## src/rtl/tetris_piece_ctrl.sv

```systemverilog
// Piece sequencer for the 10x21 playfield memory: spawn, gravity, lateral moves, lock and clear restart.
// Optional macro ROTATE_EN enables in-place rotation of I and L1 pieces.
module tetris_piece_ctrl #(
    parameter int unsigned SPAWN_ADDR = 14,
    parameter int unsigned DROP_DIV   = 4
) (
    input  logic        clk,
    input  logic        rst_n,
    input  logic        i_tick,
    input  logic        i_btn_left,
    input  logic        i_btn_right,
    input  logic        i_btn_drop,
    input  logic        i_btn_rot,
    input  logic [2:0]  i_piece_sel,
    input  logic        i_is_reach,
    input  logic        i_clear,
    output logic        o_we,
    output logic [8:0]  o_addr_w,
    output logic [8:0]  o_addr_e,
    output logic [11:0] o_din,
    output logic [11:0] o_din_e,
    output logic [1:0]  o_left_rotate,
    output logic [15:0] o_piece_cnt,
    output logic        o_game_over,
    output logic [2:0]  o_state
);

    localparam int unsigned ADDR_W   = 9;
    localparam int unsigned COL_W    = 4;
    localparam int unsigned CLR_W    = 12;
    localparam int unsigned CNT_W    = 16;
    localparam int unsigned DCNT_W   = 8;
    localparam int unsigned ROW_STEP = 10;

    localparam logic [ADDR_W-1:0] SPAWN_A   = ADDR_W'(SPAWN_ADDR);
    localparam logic [COL_W-1:0]  SPAWN_COL = COL_W'(SPAWN_ADDR % ROW_STEP);
    localparam logic [DCNT_W-1:0] DROP_LAST = DCNT_W'(DROP_DIV - 1);
    localparam logic [ADDR_W-1:0] ROW_INC   = ADDR_W'(ROW_STEP);

    typedef enum logic [2:0] {
        ST_IDLE  = 3'd0,
        ST_SPAWN = 3'd1,
        ST_FALL  = 3'd2,
        ST_MOVE  = 3'd3,
        ST_LOCK  = 3'd4,
        ST_CLR   = 3'd5
    } state_t;

    typedef enum logic [2:0] {
        PC_I  = 3'd0,
        PC_L1 = 3'd1,
        PC_L2 = 3'd2,
        PC_O  = 3'd3,
        PC_Z1 = 3'd4,
        PC_Z2 = 3'd5,
        PC_T  = 3'd6
    } piece_t;

    function automatic logic [CLR_W-1:0] f_colour(input piece_t pc);
        logic [CLR_W-1:0] v;
        case (pc)
            PC_L1:   v = 12'h00f;
            PC_L2:   v = 12'hf80;
            PC_O:    v = 12'hff0;
            PC_Z1:   v = 12'h8f8;
            PC_Z2:   v = 12'hf00;
            PC_T:    v = 12'hf0f;
            default: v = 12'h88f;
        endcase
        return v;
    endfunction

    // Leftmost legal anchor column for a piece/orientation
    function automatic logic [COL_W-1:0] f_lmin(input piece_t pc, input logic [1:0] rot);
        logic [COL_W-1:0] v;
        if (pc == PC_Z2 || (pc == PC_L1 && rot == 2'd3)) begin
            v = 4'd1;
        end else begin
            v = 4'd0;
        end
        return v;
    endfunction

    // Rightmost legal anchor column for a piece/orientation
    function automatic logic [COL_W-1:0] f_rmax(input piece_t pc, input logic [1:0] rot);
        logic [COL_W-1:0] v;
        case (pc)
            PC_I:    v = rot[0] ? 4'd9 : 4'd6;
            PC_L1: begin
                case (rot)
                    2'd1:    v = 4'd8;
                    2'd3:    v = 4'd9;
                    default: v = 4'd7;
                endcase
            end
            PC_O,
            PC_Z2:   v = 4'd8;
            default: v = 4'd7;
        endcase
        return v;
    endfunction

    state_t              r_state;
    state_t              w_state_nxt;
    logic                r_we;
    logic                w_we_nxt;
    logic [ADDR_W-1:0]   r_addr_w;
    logic [ADDR_W-1:0]   w_addr_w_nxt;
    logic [ADDR_W-1:0]   r_addr_e;
    logic [ADDR_W-1:0]   w_addr_e_nxt;
    logic [CLR_W-1:0]    r_din;
    logic [CLR_W-1:0]    w_din_nxt;
    logic [1:0]          r_rot;
    logic [1:0]          w_rot_nxt;
    logic [CNT_W-1:0]    r_cnt;
    logic [CNT_W-1:0]    w_cnt_nxt;
    logic                r_game_over;
    logic                w_game_over_nxt;
    piece_t              r_piece;
    piece_t              w_piece_nxt;
    logic [COL_W-1:0]    r_col;
    logic [COL_W-1:0]    w_col_nxt;
    logic                r_drop;
    logic                w_drop_nxt;
    logic [DCNT_W-1:0]   r_dcnt;
    logic [DCNT_W-1:0]   w_dcnt_nxt;
    logic                w_timer;
    logic                w_down;
    piece_t              w_sel_piece;

    assign w_timer     = r_drop && (r_dcnt == DROP_LAST);
    assign w_down      = i_tick || w_timer;
    assign w_sel_piece = (i_piece_sel == 3'd7) ? PC_I : piece_t'(i_piece_sel);

`ifdef ROTATE_EN
    logic [1:0] w_rot_inc;
    assign w_rot_inc = r_rot + 2'd1;
`else
    logic w_unused_rot;
    assign w_unused_rot = i_btn_rot;
`endif

    // State register
    always_ff @(posedge clk) begin
        if (!rst_n) begin
            r_state <= ST_IDLE;
        end else begin
            r_state <= w_state_nxt;
        end
    end

    // Next-state and next-output logic
    always_comb begin
        w_state_nxt     = r_state;
        w_we_nxt        = 1'b0;
        w_addr_w_nxt    = r_addr_w;
        w_addr_e_nxt    = r_addr_e;
        w_din_nxt       = r_din;
        w_rot_nxt       = r_rot;
        w_cnt_nxt       = r_cnt;
        w_game_over_nxt = 1'b0;
        w_piece_nxt     = r_piece;
        w_col_nxt       = r_col;
        w_drop_nxt      = r_drop;
        w_dcnt_nxt      = r_dcnt;

        // Drop timer saturates until FALL consumes it
        if (r_drop && (r_dcnt != DROP_LAST)) begin
            w_dcnt_nxt = r_dcnt + 8'd1;
        end

        if (i_clear && (r_state != ST_IDLE)) begin
            w_game_over_nxt = (r_state != ST_CLR);
            w_state_nxt     = ST_CLR;
            w_cnt_nxt       = '0;
            w_drop_nxt      = 1'b0;
            w_dcnt_nxt      = '0;
        end else begin
            case (r_state)
                ST_IDLE: begin
                    w_state_nxt = ST_SPAWN;
                end
                ST_SPAWN: begin
                    w_piece_nxt  = w_sel_piece;
                    w_din_nxt    = f_colour(w_sel_piece);
                    w_rot_nxt    = 2'd0;
                    w_addr_w_nxt = SPAWN_A;
                    w_addr_e_nxt = SPAWN_A;
                    w_col_nxt    = SPAWN_COL;
                    w_we_nxt     = 1'b1;
                    w_cnt_nxt    = r_cnt + 16'd1;
                    w_state_nxt  = ST_FALL;
                end
                ST_FALL: begin
                    if (i_btn_drop) begin
                        w_drop_nxt = 1'b1;
                        w_dcnt_nxt = '0;
                    end
                    if (w_down) begin
                        if (w_timer) begin
                            w_dcnt_nxt = '0;
                        end
                        if (i_is_reach) begin
                            w_state_nxt = ST_LOCK;
                        end else begin
                            w_addr_e_nxt = r_addr_w;
                            w_addr_w_nxt = r_addr_w + ROW_INC;
                            w_we_nxt     = 1'b1;
                            w_state_nxt  = ST_MOVE;
                        end
                    end else if (i_btn_left) begin
                        if (r_col > f_lmin(r_piece, r_rot)) begin
                            w_addr_e_nxt = r_addr_w;
                            w_addr_w_nxt = r_addr_w - 9'd1;
                            w_col_nxt    = r_col - 4'd1;
                            w_we_nxt     = 1'b1;
                            w_state_nxt  = ST_MOVE;
                        end
                    end else if (i_btn_right) begin
                        if (r_col < f_rmax(r_piece, r_rot)) begin
                            w_addr_e_nxt = r_addr_w;
                            w_addr_w_nxt = r_addr_w + 9'd1;
                            w_col_nxt    = r_col + 4'd1;
                            w_we_nxt     = 1'b1;
                            w_state_nxt  = ST_MOVE;
                        end
`ifdef ROTATE_EN
                    end else if (i_btn_rot) begin
                        if ((r_piece == PC_I || r_piece == PC_L1) &&
                            (r_col >= f_lmin(r_piece, w_rot_inc)) &&
                            (r_col <= f_rmax(r_piece, w_rot_inc))) begin
                            w_addr_e_nxt = r_addr_w;
                            w_rot_nxt    = w_rot_inc;
                            w_we_nxt     = 1'b1;
                            w_state_nxt  = ST_MOVE;
                        end
`endif
                    end
                end
                ST_MOVE: begin
                    w_state_nxt = ST_FALL;
                end
                ST_LOCK: begin
                    // Wait one gravity period so the memory settles column heights
                    w_drop_nxt = 1'b0;
                    w_dcnt_nxt = '0;
                    if (i_tick) begin
                        w_state_nxt = ST_SPAWN;
                    end
                end
                ST_CLR: begin
                    w_state_nxt = ST_SPAWN;
                end
                default: begin
                    w_state_nxt = ST_IDLE;
                end
            endcase
        end
    end

    // Registered outputs and piece context
    always_ff @(posedge clk) begin
        if (!rst_n) begin
            r_we        <= 1'b0;
            r_addr_w    <= SPAWN_A;
            r_addr_e    <= SPAWN_A;
            r_din       <= 12'h88f;
            r_rot       <= 2'd0;
            r_cnt       <= '0;
            r_game_over <= 1'b0;
            r_piece     <= PC_I;
            r_col       <= SPAWN_COL;
            r_drop      <= 1'b0;
            r_dcnt      <= '0;
        end else begin
            r_we        <= w_we_nxt;
            r_addr_w    <= w_addr_w_nxt;
            r_addr_e    <= w_addr_e_nxt;
            r_din       <= w_din_nxt;
            r_rot       <= w_rot_nxt;
            r_cnt       <= w_cnt_nxt;
            r_game_over <= w_game_over_nxt;
            r_piece     <= w_piece_nxt;
            r_col       <= w_col_nxt;
            r_drop      <= w_drop_nxt;
            r_dcnt      <= w_dcnt_nxt;
        end
    end

    assign o_we          = r_we;
    assign o_addr_w      = r_addr_w;
    assign o_addr_e      = r_addr_e;
    assign o_din         = r_din;
    assign o_din_e       = r_din;
    assign o_left_rotate = r_rot;
    assign o_piece_cnt   = r_cnt;
    assign o_game_over   = r_game_over;
    assign o_state       = r_state;

endmodule
```

## config.mk

```make
export PLATFORM = sky130hd
export DESIGN_NAME = tetris_piece_ctrl
export DESIGN_NICKNAME = d
export VERILOG_FILES = /design/src/rtl/tetris_piece_ctrl.sv
export SDC_FILE = /design/constraint.sdc
export NUM_CORES = 1
export LEC_CHECK = 0
export CAP_MARGIN = 20
export CORE_MARGIN = 8
export CORE_UTILIZATION = 55
export DETAILED_ROUTE_END_ITERATION = 10
export PLACE_DENSITY_LB_ADDON = 0.2
export SYNTH_ARGS = -nofsm -noshare
export SYNTH_HDL_FRONTEND = slang
export SYNTH_SLANG_ARGS = --single-unit
```

## constraint.sdc

```tcl
create_clock -name clk -period 5.1 [get_ports clk]
set_input_delay 0.51 -clock clk [delete_from_list [all_inputs] [get_ports clk]]
set_output_delay 0.51 -clock clk [all_outputs]
set_load 0.02 [all_outputs]
```

-- After elaboration in Yosys (flattened, before gate mapping)
Index checks and enable logic that the tools add are counted.
- register bits after elaboration: 67
- bits in latches: 0
- bits in writable memories: 0
- bits in read-only memories: 0
- bits of input ports: 12
- output and inout port bits: 65
- word-level logic and storage cells: 130
- memories kept: 0
- add/subtract/negate cells: 7
- $mul: 0
- div/mod/pow operators: 0
- order comparisons: 2
- eq/ne operators: 31
- shift operators: 0
- multiplexer cells: 56
- bitwise operators: 2
- reductions and logical operators: 20
- operator list (operator ; number):
    2-to-1 mux 9 bit ; 12
    case mux 12 bit (6 select lines) ; 1
    2-to-1 mux 4 bit ; 14
    case mux 9 bit (2 select lines) ; 2
    2-to-1 mux 8 bit ; 4
    2-to-1 mux 3 bit ; 9
    == test 3 bit, second input constant ; 7
    inequality test 3 bit, second input constant ; 6
    adder 16 x 1 -> 16 bit, second input constant ; 1
    case mux 4 bit (2 select lines) ; 2
    case mux 8 bit (2 select lines) ; 1
    == test 3 x 2 -> 1 bit, second input constant ; 5
    inequality test 5 bit, second input constant ; 3
    inequality test 4 bit, second input constant ; 3
    case mux 3 bit (4 select lines) ; 1
    AND reduction 6 bit ; 2
    adder 9 x 1 -> 9 bit, second input constant ; 1
    adder 9 x 4 -> 9 bit, second input constant ; 1
    subtractor 9 x 1 -> 9 bit, second input constant ; 1
    adder 8 x 1 -> 8 bit, second input constant ; 1
    == test 8 x 2 -> 1 bit, second input constant ; 1
    2-to-1 mux 1 bit ; 8
    inequality test 8 x 2 -> 1 bit, second input constant ; 1
    AND reduction 4 bit ; 2
    15 further kinds ; 29

-- Depth between registers and ports, before layout
- word-level depth: 15
- depth in mapped cells: 11

-- Least setup slack after synthesis
OpenSTA, ideal clock, no wires.
- path type: register to register
- start point: reg r_dcnt[0]
- end point: reg r_addr_w[6], in the netlist o_addr_w[6]
- setup time: 0.120 ns
- arrival: 2.339 ns
- setup slack: 2.642 ns
- stages on the path, launching flop included: 9
- buffers on the path: 1
- clock period less this slack: 2.458 ns
- cells stage by stage: dfxtp_1 -> ha_1 -> or4b_4 -> o21ba_1 -> o211a_2 -> or3_1 -> buf_2 -> and3_1 -> o31a_1
- longest elaborated chain between the ends: 5
- ends and longest elaborated chain (what ; line ; RTL):
    start, declared ; 125 ; logic [DCNT_W-1:0] r_dcnt;
    start signal, assigned ; 286 ; r_dcnt <= w_dcnt_nxt;
    == test 8 x 2 -> 1 bit * ; 131 ; assign w_timer = r_drop && (r_dcnt == DROP_LAST);
    logical AND 1 bit * ; 131 ;
    logical OR 1 bit * ; 132 ; assign w_down = i_tick || w_timer;
    inequality test 4 bit (no source line), or another cell as far along ; -- ;
    AND reduction 6 bit (no source line) or case mux 9 bit (2 select lines) (tied branches) ; -- ;
    end signal, assigned ; 277 ; r_addr_w <= w_addr_w_nxt;
    end, declared ; 107 ; logic [ADDR_W-1:0] r_addr_w;
Mark *: on every way between the ends. The rest lies on a longest branch, timed or not.
A chain may end at the register's enable or synchronous reset.

-- Final worst setup path
Ends and elaborated chain as after synthesis.

==> report_table.html <==
<table>
<tr><th>Metric</th><th>Value</th></tr>
<tr><th colspan="2">Setup path</th></tr>
<tr><td>Critical Setup Path Class</td><td>register to register</td></tr>
<tr><td>Worst EP required</td><td>5330 ps</td></tr>
<tr><td>Type of element launching the critical path</td><td>register</td></tr>
<tr><td>Worst setup path startpoint</td><td>r_dcnt[0]</td></tr>
<tr><td>Critical Path Sink</td><td>o_addr_w[6]</td></tr>
<tr><td>Critical path capture point type</td><td>register</td></tr>
<tr><td>Worst reg2reg path endpoint</td><td>o_addr_w[6]</td></tr>
<tr><td>Sequence of cells on the critical path</td><td>ha_1 -&gt; or4b_4 -&gt; o21ba_1 -&gt; mux2i_1 -&gt; or3_1 -&gt; and3_1 -&gt; o31a_1</td></tr>
<tr><td>Endpoint arrival time on the critical path</td><td>3290 ps</td></tr>
<tr><td>CP max FO</td><td>16</td></tr>
<tr><td>WP buf/inv</td><td>0</td></tr>
<tr><td>Slowest library cell on the worst path</td><td>sky130_fd_sc_hd__or3_1</td></tr>
<tr><td>Worst flop-to-flop path startpoint</td><td>r_dcnt[0]</td></tr>
<tr><td>Peak per-stage delay on the critical path</td><td>610 ps</td></tr>
<tr><td>Setup slack, reg-to-reg</td><td>2040 ps</td></tr>
<tr><td>Crit path depth</td><td>7</td></tr>
<tr><td>Reg2Reg Depth</td><td>7</td></tr>
<tr><td>Kind of cell adding the most delay to the critical path</td><td>simple AND/OR/NAND/NOR gates</td></tr>
<tr><th colspan="2">Synthesis</th></tr>
<tr><td>Post-Synthesis Mean Instance Area</td><td>8.02 µm²</td></tr>
<tr><td>Synthesized area</td><td>3500 µm²</td></tr>
<tr><td>Warnings, synthesis</td><td>0</td></tr>
<tr><td>Count of unique library cells instantiated by Yosys</td><td>50</td></tr>
<tr><td>Flip-flop and latch count after synthesis</td><td>61</td></tr>
<tr><td>Post-Syn Instances</td><td>437</td></tr>
<tr><td>Sequential element share of the synthesized area</td><td>34.8%</td></tr>
<tr><td>Number of enable flip-flop cells after synthesis</td><td>0</td></tr>
<tr><td>Most instantiated flip-flop cell in the synthesis netlist</td><td>sky130_fd_sc_hd__dfxtp_1</td></tr>
<tr><td>Asr flop ratio synth</td><td>0%</td></tr>
<tr><th colspan="2">Detailed routing</th></tr>
<tr><td>Violation count after the first detailed-route iteration</td><td>280</td></tr>
<tr><td>Number of remaining DRC errors</td><td>0</td></tr>
<tr><td>Via/cell ratio</td><td>5.82</td></tr>
<tr><td>WL per Instance</td><td>15.4 µm</td></tr>
<tr><td>Remaining antenna violation count</td><td>0</td></tr>
<tr><td>First-pass detailed-route iteration total</td><td>5</td></tr>
<tr><td>Overall routed net length</td><td>8710 µm</td></tr>
<tr><td>Number of vias in the routed layout</td><td>3,290</td></tr>
<tr><th colspan="2">Layout</th></tr>
<tr><td>Area Growth Syn to Fin</td><td>23.0%</td></tr>
<tr><td>Total of fill cells in the finished design</td><td>541</td></tr>
<tr><td>Final net count</td><td>511</td></tr>
<tr><td>Non-filler cells in the finished layout</td><td>565</td></tr>
<tr><td>Share of layout cells above drive strength 1</td><td>4.71%</td></tr>
<tr><td>Ant. Diodes</td><td>0</td></tr>
<tr><th colspan="2">CTS</th></tr>
<tr><td>Clock latency of the later-clocked register in the worst-skew pair</td><td>340 ps</td></tr>
<tr><td>Clock transition at the registers of the reported paths</td><td>70 ps</td></tr>
<tr><td>Clock tree sinks</td><td>61</td></tr>
<tr><td>TritonCTS clock tree</td><td>done</td></tr>
<tr><td>Number of instances resized during post-cts repair</td><td>0</td></tr>
<tr><td>Setup repair bufs after CTS</td><td>0</td></tr>
<tr><td>Clock root buffer</td><td>sky130_fd_sc_hd__clkbuf_8</td></tr>
<tr><td>Clock buffer depth</td><td>2</td></tr>
<tr><td>Inserted Clock Buffers</td><td>9</td></tr>
<tr><td>Post-CTS Hold Buffers</td><td>0</td></tr>
<tr><td>CTS H-tree depth</td><td>3</td></tr>
<tr><th colspan="2">GRT</th></tr>
<tr><td>Leftover overflow at the end of global routing</td><td>0</td></tr>
<tr><td>Via count of the first global-routing pass</td><td>3,051</td></tr>
<tr><td>Largest net degree at the start of global routing</td><td>27</td></tr>
<tr><td>Overall Global Routing Usage</td><td>19.3%</td></tr>
<tr><td>Global-route wire length before repair</td><td>14,100 µm</td></tr>
<tr><td>Initial antenna violation count</td><td>0</td></tr>
<tr><th colspan="2">Die</th></tr>
<tr><td>Standard-cell row count</td><td>29</td></tr>
<tr><td>Die Span Y</td><td>95.8 µm</td></tr>
<tr><td>I/O pin count</td><td>77</td></tr>
<tr><td>Die X</td><td>95.8 µm</td></tr>
<tr><td>Starting Density</td><td>56.2%</td></tr>
<tr><td>Area of the core</td><td>6240 µm²</td></tr>
<tr><td>Die area</td><td>9180 µm²</td></tr>
<tr><th colspan="2">Timing</th></tr>
<tr><td>Final critical delay including setup and external delays</td><td>3060 ps</td></tr>
<tr><td>Number of setup violations in the final report</td><td>0</td></tr>
<tr><td>Final hold viol count</td><td>0</td></tr>
<tr><td>Maximum clock rate</td><td>327 MHz</td></tr>
<tr><td>Unrepaired setup endpoints after global routing</td><td>false</td></tr>
<tr><td>Worst-case headroom to the max-slew limit</td><td>32.3%</td></tr>
<tr><td>Slew at the pin with the worst max-slew slack</td><td>1010 ps</td></tr>
<tr><td>Total Negative Setup Slacks</td><td>0 ps</td></tr>
<tr><td>Period utilisation layout</td><td>60.0%</td></tr>
<tr><td>Final number of max-transition violations</td><td>0</td></tr>
<tr><td>Final setup skew</td><td>5.34 ps</td></tr>
<tr><td>Worst Setup Slack, final</td><td>2040 ps</td></tr>
<tr><th colspan="2">Run status</th></tr>
<tr><td>Result of the run</td><td>completed</td></tr>
<tr><th colspan="2">Placement</th></tr>
<tr><td>Dpl cells</td><td>549</td></tr>
<tr><td>Final GP Congestion</td><td>0.875</td></tr>
<tr><td>Count of input and output buffers</td><td>73</td></tr>
<tr><td>Pre-CTS WS</td><td>1780 ps</td></tr>
<tr><td>Total half-perimeter wirelength after legalization and detailed placement</td><td>6390 µm</td></tr>
<tr><th colspan="2">Pwr</th></tr>
<tr><td>Design Power</td><td>1.16 mW</td></tr>
<tr><td>Worst voltage drop across the vdd grid</td><td>0.000151 V</td></tr>
<tr><td>Leakage power figure</td><td>1.59 nW</td></tr>
<tr><td>Cell area power density</td><td>269 nW/µm²</td></tr>
<tr><th colspan="2">Worst hold path</th></tr>
<tr><td>Min-Delay Path Class</td><td>register to register</td></tr>
<tr><th colspan="2">Job</th></tr>
<tr><td>Max_cap viols</td><td>0</td></tr>
</table>
-- sequential cells by signal, summed over array words and instances (netlist names) --
register	count
r_piece	3
r_col	4
o_piece_cnt	16
o_din	6
o_addr_w	9
o_we	1
o_state	3
o_addr_e	9
r_drop	1
r_dcnt	8
o_game_over	1
-- report_power, final --
group	total (mW)	internal (mW)	switching (mW)
clock	0.417	0.237	0.179
sequential	0.514	0.491	0.0228
combinational	0.227	0.0953	0.132
-- layout by cell type, fill, tap and decap left out, drive strengths merged, types with 4 or more instances in the layout --
master         count
a211oi             5
a21o               4
a21oi             33
a31oi              4
and3               7
clkbuf            12
clkdlybuf4s50     73
dfxtp             61
ha                14
inv               11
mux2i              4
nand2             41
nand2b             5
nand3             24
nand4             10
nor2              47
nor3              11
nor4               5
o2111ai            5
o21a               4
o21ai             23
o31a               4
or2                4
or3                7
xnor2              8
xor2              23
-- synth_stat cells, types with 4 or more instances --
cell type,number,share of area [%]
sky130_fd_sc_hd__inv_1,11,1.2
sky130_fd_sc_hd__mux2i_1,4,1.1
sky130_fd_sc_hd__xor2_1,23,5.7
sky130_fd_sc_hd__dfxtp_1,61,35
sky130_fd_sc_hd__nand2b_1,5,0.89
sky130_fd_sc_hd__o21a_1,4,0.86
sky130_fd_sc_hd__nand2_1,41,4.4
sky130_fd_sc_hd__buf_2,4,0.57
sky130_fd_sc_hd__a21oi_1,33,4.7
sky130_fd_sc_hd__nand3_1,24,3.4
sky130_fd_sc_hd__a21o_1,4,0.86
sky130_fd_sc_hd__a31oi_1,4,0.71
sky130_fd_sc_hd__a211oi_1,5,1.1
sky130_fd_sc_hd__nor2_1,47,5.0
sky130_fd_sc_hd__nand4_1,10,1.8
sky130_fd_sc_hd__o2111ai_1,5,1.2
sky130_fd_sc_hd__nor3_1,10,1.4
sky130_fd_sc_hd__xnor2_1,8,2.0
sky130_fd_sc_hd__ha_1,14,5.0
sky130_fd_sc_hd__clkbuf_1,15,1.6
sky130_fd_sc_hd__or3_1,7,1.2
sky130_fd_sc_hd__buf_4,20,4.3
sky130_fd_sc_hd__o31a_1,4,1.0
sky130_fd_sc_hd__o21ai_0,23,3.3
sky130_fd_sc_hd__and3_1,7,1.2
sky130_fd_sc_hd__nor4_1,5,0.89
-- cell type report --
| cell class | instances | area [µm²] | share of cell area [%] |
|---|---|---|---|
| inverters | 11 | 41.3 | 0.958 |
| well taps | 77 | 96.3 | 2.24 |
| clock buffers | 12 | 145 | 3.37 |
| flip-flops and latches | 61 | 1220 | 28.3 |
| repair buffers | 74 | 742 | 17.2 |
| multi-input cells | 326 | 2020 | 46.8 |
| clock inverters | 4 | 47.5 | 1.10 |
-- cells by family (layout without fill, tap and decap cells) --
kind of cell	count (synthesis)	in the layout	share of synthesized area (%)
AND/OR/NAND/NOR	177	177	25.4
AO/OA/AOI/OAI	96	96	16.9
flip-flops	61	61	34.8
buffers and inverters	51	101	7.75
XOR/XNOR	31	31	7.75
adder cells (fa/ha/maj)	16	16	6.14
multiplexers	4	4	1.14
other	1	2	0.107
-- layer usage --
metal	GRT usage, %	wire length, µm
met5	0	0
met4	7.94	225
met3	6.08	659
met2	32.6	4060
met1	22.2	3760
-- through the flow --
step / cell area [µm²] / util [%] / hold slack, ps
6_report: 4310 / 69.0 / 471
5_1_grt: 4310 / 69.0 / 506
3_5_place_dp: 4120 / 66.0 / 466
2_1_floorplan: 3510 / - / 466
3_3_place_gp: 4110 / 65.8 / 457
4_1_cts: 4310 / 69.0 / 475
-- worst min-delay path, stage by stage, from the launching register on --
cell and delay (ps):
sky130_fd_sc_hd__dfxtp_1 310, sky130_fd_sc_hd__nand3_1 60, sky130_fd_sc_hd__a21oi_1 60
-- worst min-delay path by stage --
stage / from / end / slack, ps / cells past startpoint
floorplan: r_piece[0] / r_piece[0] / 470 / 2
global placement: o_addr_e[8] / o_addr_e[8] / 460 / 2
detailed placement: o_addr_e[0] / o_addr_e[0] / 470 / 2
CTS: o_addr_e[0] / o_addr_e[0] / 470 / 2
global route: o_addr_e[5] / o_addr_e[5] / 510 / 2
finish: o_addr_e[0] / o_addr_e[0] / 470 / 2
(Power assumes the default switching activity.)
